## config.mk

```make
export PLATFORM = sky130hd
export DESIGN_NAME = dat_wait_ctrl_flat
export DESIGN_NICKNAME = d
export VERILOG_FILES = /design/src/rtl/dat_wait_ctrl_pkg.sv /design/src/rtl/dat_wait_ctrl_if.sv /design/src/rtl/dat_wait_ctrl_timeout.sv /design/src/rtl/dat_wait_ctrl.sv /design/src/flat_wrapper.sv
export SDC_FILE = /design/constraint.sdc
export NUM_CORES = 1
export LEC_CHECK = 0
export CORE_ASPECT_RATIO = 0.8
export CORE_MARGIN = 8
export CORE_UTILIZATION = 50
export CTS_BUF_LIST = sky130_fd_sc_hd__clkbuf_16
export DETAILED_ROUTE_END_ITERATION = 7
export GPL_TIMING_DRIVEN = 0
export HOLD_SLACK_MARGIN = 0.05
export PLACE_DENSITY_LB_ADDON = 0.15
export SETUP_SLACK_MARGIN = 0.4
export SYNTH_ARGS = -nofsm -noshare
export SYNTH_HDL_FRONTEND = slang
export SYNTH_SLANG_ARGS = --single-unit
```

## constraint.sdc

```tcl
create_clock -name clk_i -period 5.1 [get_ports clk_i]
set_input_delay 0.765 -clock clk_i [delete_from_list [all_inputs] [get_ports clk_i]]
set_output_delay 0.765 -clock clk_i [all_outputs]
set_load 0.05 [all_outputs]
```

## src/rtl/dat_wait_ctrl_pkg.sv

```systemverilog
// Shared types and widths for the SD data-line wait controller and its timeout timer.
package dat_wait_pkg;

  localparam int BlockCountWidth   = 16;
  localparam int TimeoutBitsWidth  = 4;
  localparam int TimeoutCountWidth = 29;

  typedef enum logic [1:0] {
    IDLE      = 2'd0,
    RD_WAIT   = 2'd1,
    RD_BLOCK  = 2'd2,
    BUSY_WAIT = 2'd3
  } dat_wait_state_e;

  // A requested count of zero still transfers one block.
  function automatic logic [BlockCountWidth-1:0] initial_blocks(
    input logic [BlockCountWidth-1:0] count
  );
    return (count == '0) ? BlockCountWidth'(1) : count;
  endfunction

  function automatic logic [TimeoutCountWidth-1:0] timeout_limit(
    input logic [TimeoutBitsWidth-1:0] bits
  );
    return TimeoutCountWidth'(1) << ({1'b0, bits} + 5'd13);
  endfunction

endpackage

```

## src/rtl/dat_wait_ctrl_if.sv

```systemverilog
// Request/status bundle between transfer control, the DAT receiver and the wait controller.
interface dat_wait_ctrl_if;

  logic                                     start_read_i;
  logic                                     start_busy_i;
  logic [dat_wait_pkg::BlockCountWidth-1:0]  block_count_i;
  logic [dat_wait_pkg::TimeoutBitsWidth-1:0] timeout_bits_i;
  logic                                     abort_i;
  logic                                     block_begin_i;
  logic                                     block_done_i;
  logic                                     dat0_i;
  logic                                     busy_o;
  logic [dat_wait_pkg::BlockCountWidth-1:0]  blocks_left_o;
  logic                                     xfer_done_o;
  logic                                     timeout_err_o;

  modport master (
    output start_read_i, start_busy_i, block_count_i, timeout_bits_i,
           abort_i, block_begin_i, block_done_i, dat0_i,
    input  busy_o, blocks_left_o, xfer_done_o, timeout_err_o
  );

  modport slave (
    input  start_read_i, start_busy_i, block_count_i, timeout_bits_i,
           abort_i, block_begin_i, block_done_i, dat0_i,
    output busy_o, blocks_left_o, xfer_done_o, timeout_err_o
  );

endinterface

```

## src/rtl/dat_wait_ctrl_timeout.sv

```systemverilog
// Data-line timeout timer: counts divided ticks while running and flags 2^(bits+13) ticks.
module dat_timeout
  import dat_wait_pkg::*;
#(
  parameter int ClockDiv = 1
) (
  input  logic                        clk_i,
  input  logic                        rst_ni,
  input  logic                        running_i,
  input  logic [TimeoutBitsWidth-1:0] timeout_bits_i,
  output logic                        timeout_o
);

  localparam int                  DivWidth = (ClockDiv > 1) ? $clog2(ClockDiv) : 1;
  localparam logic [DivWidth-1:0] DivLast  = DivWidth'(ClockDiv - 1);

  logic [DivWidth-1:0]          div_q;
  logic [TimeoutCountWidth-1:0] count_q;
  logic                         tick;

  assign tick      = (div_q == DivLast);
  assign timeout_o = running_i && (count_q >= timeout_limit(timeout_bits_i));

  // Dropping running_i clears both stages so every wait phase starts from zero.
  always_ff @(posedge clk_i or negedge rst_ni) begin
    if (!rst_ni) begin
      div_q   <= '0;
      count_q <= '0;
    end else if (!running_i) begin
      div_q   <= '0;
      count_q <= '0;
    end else begin
      div_q <= tick ? '0 : div_q + 1'b1;
      if (tick && !timeout_o) begin
        count_q <= count_q + 1'b1;
      end
    end
  end

endmodule

```

## src/rtl/dat_wait_ctrl.sv

```systemverilog
// Sequences read-access and busy waits on the SD data lines and reports
// completion, data timeout and the remaining block count.
module dat_wait_ctrl
  import dat_wait_pkg::*;
#(
  parameter int ClockDiv = 1
) (
  input logic            clk_i,
  input logic            rst_ni,
  dat_wait_ctrl_if.slave bus
);

  dat_wait_state_e              state_q, state_d, prev_q;
  logic [BlockCountWidth-1:0]   blocks_q, blocks_d;
  logic                         xfer_q, xfer_d;
  logic                         terr_q, terr_d;
  logic                         first_cycle;
  logic                         running;
  logic                         timeout;

  dat_timeout #(
    .ClockDiv(ClockDiv)
  ) u_timeout (
    .clk_i          (clk_i),
    .rst_ni         (rst_ni),
    .running_i      (running),
    .timeout_bits_i (bus.timeout_bits_i),
    .timeout_o      (timeout)
  );

  always_ff @(posedge clk_i or negedge rst_ni) begin
    if (!rst_ni) begin
      state_q  <= IDLE;
      prev_q   <= IDLE;
      blocks_q <= '0;
      xfer_q   <= 1'b0;
      terr_q   <= 1'b0;
    end else begin
      state_q  <= state_d;
      prev_q   <= state_q;
      blocks_q <= blocks_d;
      xfer_q   <= xfer_d;
      terr_q   <= terr_d;
    end
  end

  // Card events outrank a coincident timeout; abort outranks everything.
  always_comb begin
    state_d  = state_q;
    blocks_d = blocks_q;
    xfer_d   = 1'b0;
    terr_d   = 1'b0;
    if (bus.abort_i) begin
      state_d  = IDLE;
      blocks_d = '0;
    end else begin
      unique case (state_q)
        IDLE: begin
          if (bus.start_read_i) begin
            state_d  = RD_WAIT;
            blocks_d = initial_blocks(bus.block_count_i);
          end else if (bus.start_busy_i) begin
            state_d = BUSY_WAIT;
          end
        end
        RD_WAIT: begin
          if (bus.block_begin_i) begin
            state_d = RD_BLOCK;
          end else if (timeout) begin
            state_d = IDLE;
            terr_d  = 1'b1;
          end
        end
        RD_BLOCK: begin
          if (bus.block_done_i) begin
            if (blocks_q <= BlockCountWidth'(1)) begin
              state_d  = IDLE;
              blocks_d = '0;
              xfer_d   = 1'b1;
            end else begin
              state_d  = RD_WAIT;
              blocks_d = blocks_q - 1'b1;
            end
          end
        end
        BUSY_WAIT: begin
          if (!first_cycle && bus.dat0_i) begin
            state_d = IDLE;
            xfer_d  = 1'b1;
          end else if (timeout) begin
            state_d = IDLE;
            terr_d  = 1'b1;
          end
        end
        default: state_d = IDLE;
      endcase
    end
  end

  // The entry cycle of a wait phase keeps the timer cleared and masks DAT0.
  always_comb begin
    first_cycle       = (state_q != prev_q);
    running           = ((state_q == RD_WAIT) || (state_q == BUSY_WAIT)) && !first_cycle;
    bus.busy_o        = (state_q != IDLE);
    bus.blocks_left_o = blocks_q;
    bus.xfer_done_o   = xfer_q;
    bus.timeout_err_o = terr_q;
  end

endmodule

```

## src/flat_wrapper.sv

```systemverilog
// flat-port wrapper written by rule: the top's interface ports become plain ports
module dat_wait_ctrl_flat import dat_wait_pkg::*;
#(
  parameter int ClockDiv = 1
)
  (clk_i, rst_ni, bus_start_read_i, bus_start_busy_i, bus_block_count_i, bus_timeout_bits_i, bus_abort_i, bus_block_begin_i, bus_block_done_i, bus_dat0_i, bus_busy_o, bus_blocks_left_o, bus_xfer_done_o, bus_timeout_err_o);
  dat_wait_ctrl_if bus_i ();
  input logic clk_i;
  input logic rst_ni;
  input wire logic [$bits(bus_i.start_read_i)-1:0] bus_start_read_i;
  input wire logic [$bits(bus_i.start_busy_i)-1:0] bus_start_busy_i;
  input wire logic [$bits(bus_i.block_count_i)-1:0] bus_block_count_i;
  input wire logic [$bits(bus_i.timeout_bits_i)-1:0] bus_timeout_bits_i;
  input wire logic [$bits(bus_i.abort_i)-1:0] bus_abort_i;
  input wire logic [$bits(bus_i.block_begin_i)-1:0] bus_block_begin_i;
  input wire logic [$bits(bus_i.block_done_i)-1:0] bus_block_done_i;
  input wire logic [$bits(bus_i.dat0_i)-1:0] bus_dat0_i;
  output wire logic [$bits(bus_i.busy_o)-1:0] bus_busy_o;
  output wire logic [$bits(bus_i.blocks_left_o)-1:0] bus_blocks_left_o;
  output wire logic [$bits(bus_i.xfer_done_o)-1:0] bus_xfer_done_o;
  output wire logic [$bits(bus_i.timeout_err_o)-1:0] bus_timeout_err_o;
  assign bus_i.start_read_i = bus_start_read_i;
  assign bus_i.start_busy_i = bus_start_busy_i;
  assign bus_i.block_count_i = bus_block_count_i;
  assign bus_i.timeout_bits_i = bus_timeout_bits_i;
  assign bus_i.abort_i = bus_abort_i;
  assign bus_i.block_begin_i = bus_block_begin_i;
  assign bus_i.block_done_i = bus_block_done_i;
  assign bus_i.dat0_i = bus_dat0_i;
  assign bus_busy_o = bus_i.busy_o;
  assign bus_blocks_left_o = bus_i.blocks_left_o;
  assign bus_xfer_done_o = bus_i.xfer_done_o;
  assign bus_timeout_err_o = bus_i.timeout_err_o;
  dat_wait_ctrl #(.ClockDiv(ClockDiv)) u_core (.clk_i(clk_i), .rst_ni(rst_ni), .bus(bus_i));
endmodule
```

After elaboration in Yosys (flattened, before gate mapping)
Cells that the tools add are included.

operators by class
  reduce and logical (&&, ||, !) cells = 13
  shifts and indexed selects = 1
  mux-type cells = 29
  equal/unequal tests = 8
  $add $sub $neg = 4
  order comparisons = 2
  bitwise gates (word level) = 1

operator list
  kind                     count
  $mux W16                 5
  $mux W29                 2
  $pmux W16 S2             1
  $add A29 B1 Y29 const B  1
  $ge A29 B29 Y1           1
  $shl A1 B5 Y29 const A   1
  $le A16 B1 Y1 const B    1
  $logic_not A16 Y1        1
  $sub A16 B1 Y16 const B  1
  $mux W2                  7
  $mux W1                  11
  $pmux W2 S4              1
  $ne A3 B3 Y1 const B     2
  $add A4 B4 Y5 const B    1
  $eq A2 B2 Y1 const B     2
  $logic_and A1 B1 Y1      4
  $ne A4 B4 Y1 const B     1
  $pmux W1 S2              2
  $reduce_and A3 Y1        1
  $reduce_bool A3 Y1       1
  $eq A2 B1 Y1 const B     1
  $logic_not A1 Y1         2
  $logic_not A2 Y1         1
  $ne A2 B1 Y1 const B     1
  6 further kinds          6

storage, ports and cells
  word-level logic and storage cells = 65
  output and inout port bits = 19
  register bits = 52
  bits of input ports = 28

Depth between registers and ports, before layout
  depth in word-level cells = 8
  mapped depth = 12
  depth with buffers taken out = 10

Hierarchy
From an unflattened synthesis, not the netlist that was laid out.

second synthesis, totals
  cell total of the unflattened synthesis = 422
  area, all modules = 3729.8 um2

by module, submodules not included
  module         times used  area each (um2)  cells each
  dat_timeout    1           2329.7           273
  dat_wait_ctrl  1           1400.1           149

Least setup slack after synthesis
Ideal clock, no wire load.

  kind = input -> register
  start point = input port bus_timeout_bits_i[2]
  end point = register u_core.u_timeout.count_q[7]
  path slack = 2.114 ns
  stages on the path = 12
  data arrival time = 2.852 ns
  setup time = 0.133 ns
  cell sequence = nor2b_1 > nand3_1 > ha_1 > nand4_1 > o221ai_1 > a221oi_2 > and2b_1 > o21ai_2 > buf_4 > buf_6 > o31ai_1 > a21oi_1

between the ends
  word-level cells in the longest chain between the ends = 7

ends and longest elaborated chain
  what                    line                         text
  from (decl)             flat_wrapper.sv:13           input wire logic [$bits(bus_i.timeout_bits_i)-1:0] bus_timeout_bits_i;
  $add A4 B4 Y5           dat_wait_ctrl_pkg.sv:25      return TimeoutCountWidth'(1) << ({1'b0, bits} + 5'd13);
  $shl A1 B5 Y29          dat_wait_ctrl_pkg.sv:25
  $ge A29 B29 Y1          dat_wait_ctrl_timeout.sv:22  assign timeout_o = running_i && (count_q >= timeout_limit(timeout_bits_i));
  $logic_and A1 B1 Y1     dat_wait_ctrl_timeout.sv:22
  $logic_not A1 Y1        dat_wait_ctrl_timeout.sv:34  if (tick && !timeout_o) begin
  $logic_and A1 B1 Y1     dat_wait_ctrl_timeout.sv:34
  $ne A2 B1 Y1 (no line)  -
  to (signal assigned)    dat_wait_ctrl_timeout.sv:35  count_q <= count_q + 1'b1;
  to (decl)               dat_wait_ctrl_timeout.sv:18  logic [TimeoutCountWidth-1:0] count_q;

Every way passes these cells.
A chain may end at the register's enable or synchronous reset.

Worst setup path after layout
  start point = input port bus_timeout_bits_i[0]
  end point = register u_core.u_timeout.count_q[1]

Same word-level chain as after synthesis.

==> results.toml <==
[sta]
finalHoldViolCount = 0
fin_worst_skew_ps = 7.83
worst_slew_pin_slew_ps = 712
rsz0062_at_grt = "no"
tns_ps = 0
finalCriticalPeriod_ps = 3860
worst_slack_ps = 1240
relSlewSlack_pct = 52.1
period_share_pct = 75.6
setup_violations = 0
max_freq_ghz = 0.259
maxSlewViolCount = 0

[finish]
post-route-cell-area_mm2 = 0.00451
final.fill_count = 660
diodes = 0
multi_input_comb_area_mm2 = 0.00237
area_delta_synth_final_pct = 20.6
final_util_pct = 61.6
seq_area_mm2 = 0.00128
fin_nets = 574
drive_above_1_share_pct = 6.02

[setup_path]
r2r-start = "u_core.bus.blocks_left_o[10]"
required_ps = 5250
crit_chain = "clkdlybuf4s50_1 > nor2b_1 > nand3_1 > ha_1 > nand4_1 > nor4_2 > nand3_1 > o21ai_2 > buf_4 > buf_6 > mux2i_1 > nor2_1"
crit_path_start_kind = "primary input"
max_stage_delay_ps = 620
cp.arrival_ps = 4010
critical_path_peak_fanout = 10
cp_slowest_cell = "clkdlybuf4s50_1"
r2r_end = "u_core.bus.blocks_left_o[2]"
cp-end-kind = "flip-flop"
path_common_cell = "nand3_1"
path_class = "in -> reg"
r2r_cells = 8
r2r_setup_slack_ps = 2260

[place]
port_buffers = 46
gp_congestion = 0.920
post-place-ws_ps = 1010
dp_hpwl_um = 7790
placed_cell_area_mm2 = 0.00437

[global_route]
grtUsageTotal_pct = 19.5
grt_overflow = 0
antenna_found_initial = 0
grt_pass1_wl_um = 16800
grt_max_degree = 33
grt_pass1_vias = 3381

[clock_network]
insertion_delay_ps = 290
cts_resized = 0
cts_tree = "built"
cts-root-buf = "clkbuf_16"
post_cts_buffers = 0
cts_hold_repair.buffers = 0
clock_path_buffers = 2
numCtsBuffers = 5
htreeDepth = 2
cts_sinks = 51
cts.clk_slew.worst_paths_ps = 70

[routing]
ant_nets = 0
vias = 3660
wl_per_cell_um = 16.9
drc = 0
first_iter_violations = 174
drt_wl_total_um = 10200
routed_via_density = 6.05
firstDrtPassIters = 5

[run]
cap_violations = 0

[logic_synthesis]
synth_edf_count = 0
synthArstFlopShare_pct = 100
ys_types = 53
ys_warn_count = 0
synth_seq_cells = 51
ys_seq_area_share_pct = 34.1
syn_area_mm2 = 0.00374
syn_avg_cell_area_um2 = 8.33
ys.flop_type = "dfrtp_1"
syn_inst = 449

[die]
die_h_um = 93.4
die_w_um = 113
coreArea_mm2 = 0.00732
io_pins = 47
dieArea_mm2 = 0.0105
core.rowCount = 28
start_util_pct = 51.1

[power_and_ir_drop]
ir_worst_vdd_mv = 0.294
p_leak_nw = 1.82
cellPowerDensity_mw_per_mm2 = 393

[status]
status = "finished, final reports clean"

[min_path]
holdPathStages = 0
whs_endpoint = "u_core.prev_q[1]"
hold_path.class = "reg -> reg"
min_from = "u_core.state_q[1]"
-- power by group --
part,switching [mW],internal (mW)
sequential,0.0869,0.463
clock,0.150,0.180
combinational,0.590,0.303
-- layout by cell type, fill, tap and decap left out, drive strengths merged, types with 2 or more instances in the layout --
cell type      count
nor4b              2
mux2i              3
nor4              11
or2                5
buf                8
or3               19
nor2              36
nand4             11
clkbuf            15
clkdlybuf4s50     45
a21oi             45
dfrtp             51
nand2b             4
a21o               4
a22oi              5
xor2               3
o31ai             13
o21ai             37
conb              13
o221ai             2
nor3               7
nand3             25
a21boi             2
and3               4
dlygate4sd3        2
xnor2              6
o211ai            10
a211oi             2
or4               10
nand2             56
ha                32
nor2b              6
inv               10
clkinv             2
-- registers in the layout, indices dropped and copies added (netlist names) --
signal	cells
u_core.u_timeout.count_q	29
u_core.bus.blocks_left_o	16
u_core.bus.xfer_done_o	1
u_core.prev_q	2
u_core.state_q	2
u_core.bus.timeout_err_o	1
-- area by class of cell --
type | count | area share, %
clock buffer | 5 | 2.77
clock inverter | 3 | 0.361
multi-input combinational | 382 | 52.5
inverter | 9 | 0.749
sequential | 51 | 28.3
buffer | 18 | 2.27
tap | 90 | 2.50
timing repair buffer | 47 | 10.5
-- cells by family after synthesis --
group | Yosys count | synth area share (%)
simple gates | 197 | 27.6
other cells | 2 | 0.201
flops | 51 | 34.1
xor+xnor | 9 | 2.11
compound gates | 128 | 20.8
mux | 3 | 0.803
fa+ha+maj | 32 | 10.7
buf+inv | 27 | 3.65
-- cells in the mapped netlist (all sizes together), types with 5 or more instances --
cell type   n  area (µm²)
nand2      56         210
dfrtp      51        1280
a21oi      45         225
o21ai      37         189
nor2       36         143
ha         32         400
nand3      25         130
or3        19         124
o31ai      13        97.6
nand4      11        83.8
nor4       11        87.6
clkbuf     10        37.5
o211ai     10        75.1
or4        10        75.1
inv         9        33.8
nor3        7        35.0
buf         6        45.0
nor2b       6        37.5
xnor2       6        52.6
a22oi       5        37.5
or2         5        31.3
-- worst max-delay path by stage --
| stage | startpoint | endpoint | slack, ps | depth (start not counted) |
|---|---|---|---|---|
| final | bus_timeout_bits_i[0] | u_core.u_timeout.count_q[1] | 1240 | 12 |
| after floorplan | bus_timeout_bits_i[2] | u_core.u_timeout.count_q[7] | 2110 | 12 |
| after global routing | bus_timeout_bits_i[1] | u_core.u_timeout.count_q[1] | 1020 | 12 |
| after global placement | bus_timeout_bits_i[0] | u_core.u_timeout.count_q[1] | 1090 | 12 |
| after detailed placement | bus_timeout_bits_i[0] | u_core.u_timeout.count_q[1] | 1010 | 12 |
| after CTS | bus_timeout_bits_i[0] | u_core.u_timeout.count_q[1] | 1280 | 12 |
-- metal layers --
metal	global-route usage [%]	wire length [µm]
met3	3.09	688
met1	27.9	4860
met5	0	0
met4	4.03	83
met2	30.4	4580
-- worst max-delay path: cells and delay by family --
family	cells	cell delay, ps
simple gates	6	1320
buf+inv	3	1040
compound gates	1	370
fa+ha+maj	1	310
mux	1	190
-- metrics by stage --
step / hold slack [ps] / instances / power (mW)
3_5_place_dp: 379 / 597 / 1.43
3_3_place_gp: 379 / 596 / 1.42
4_1_cts: 395 / 605 / 1.77
6_report: 397 / 605 / 1.77
2_1_floorplan: 370 / 460 / 1.14
5_1_grt: 429 / 605 / 1.88
(Power assumes the default switching activity.)
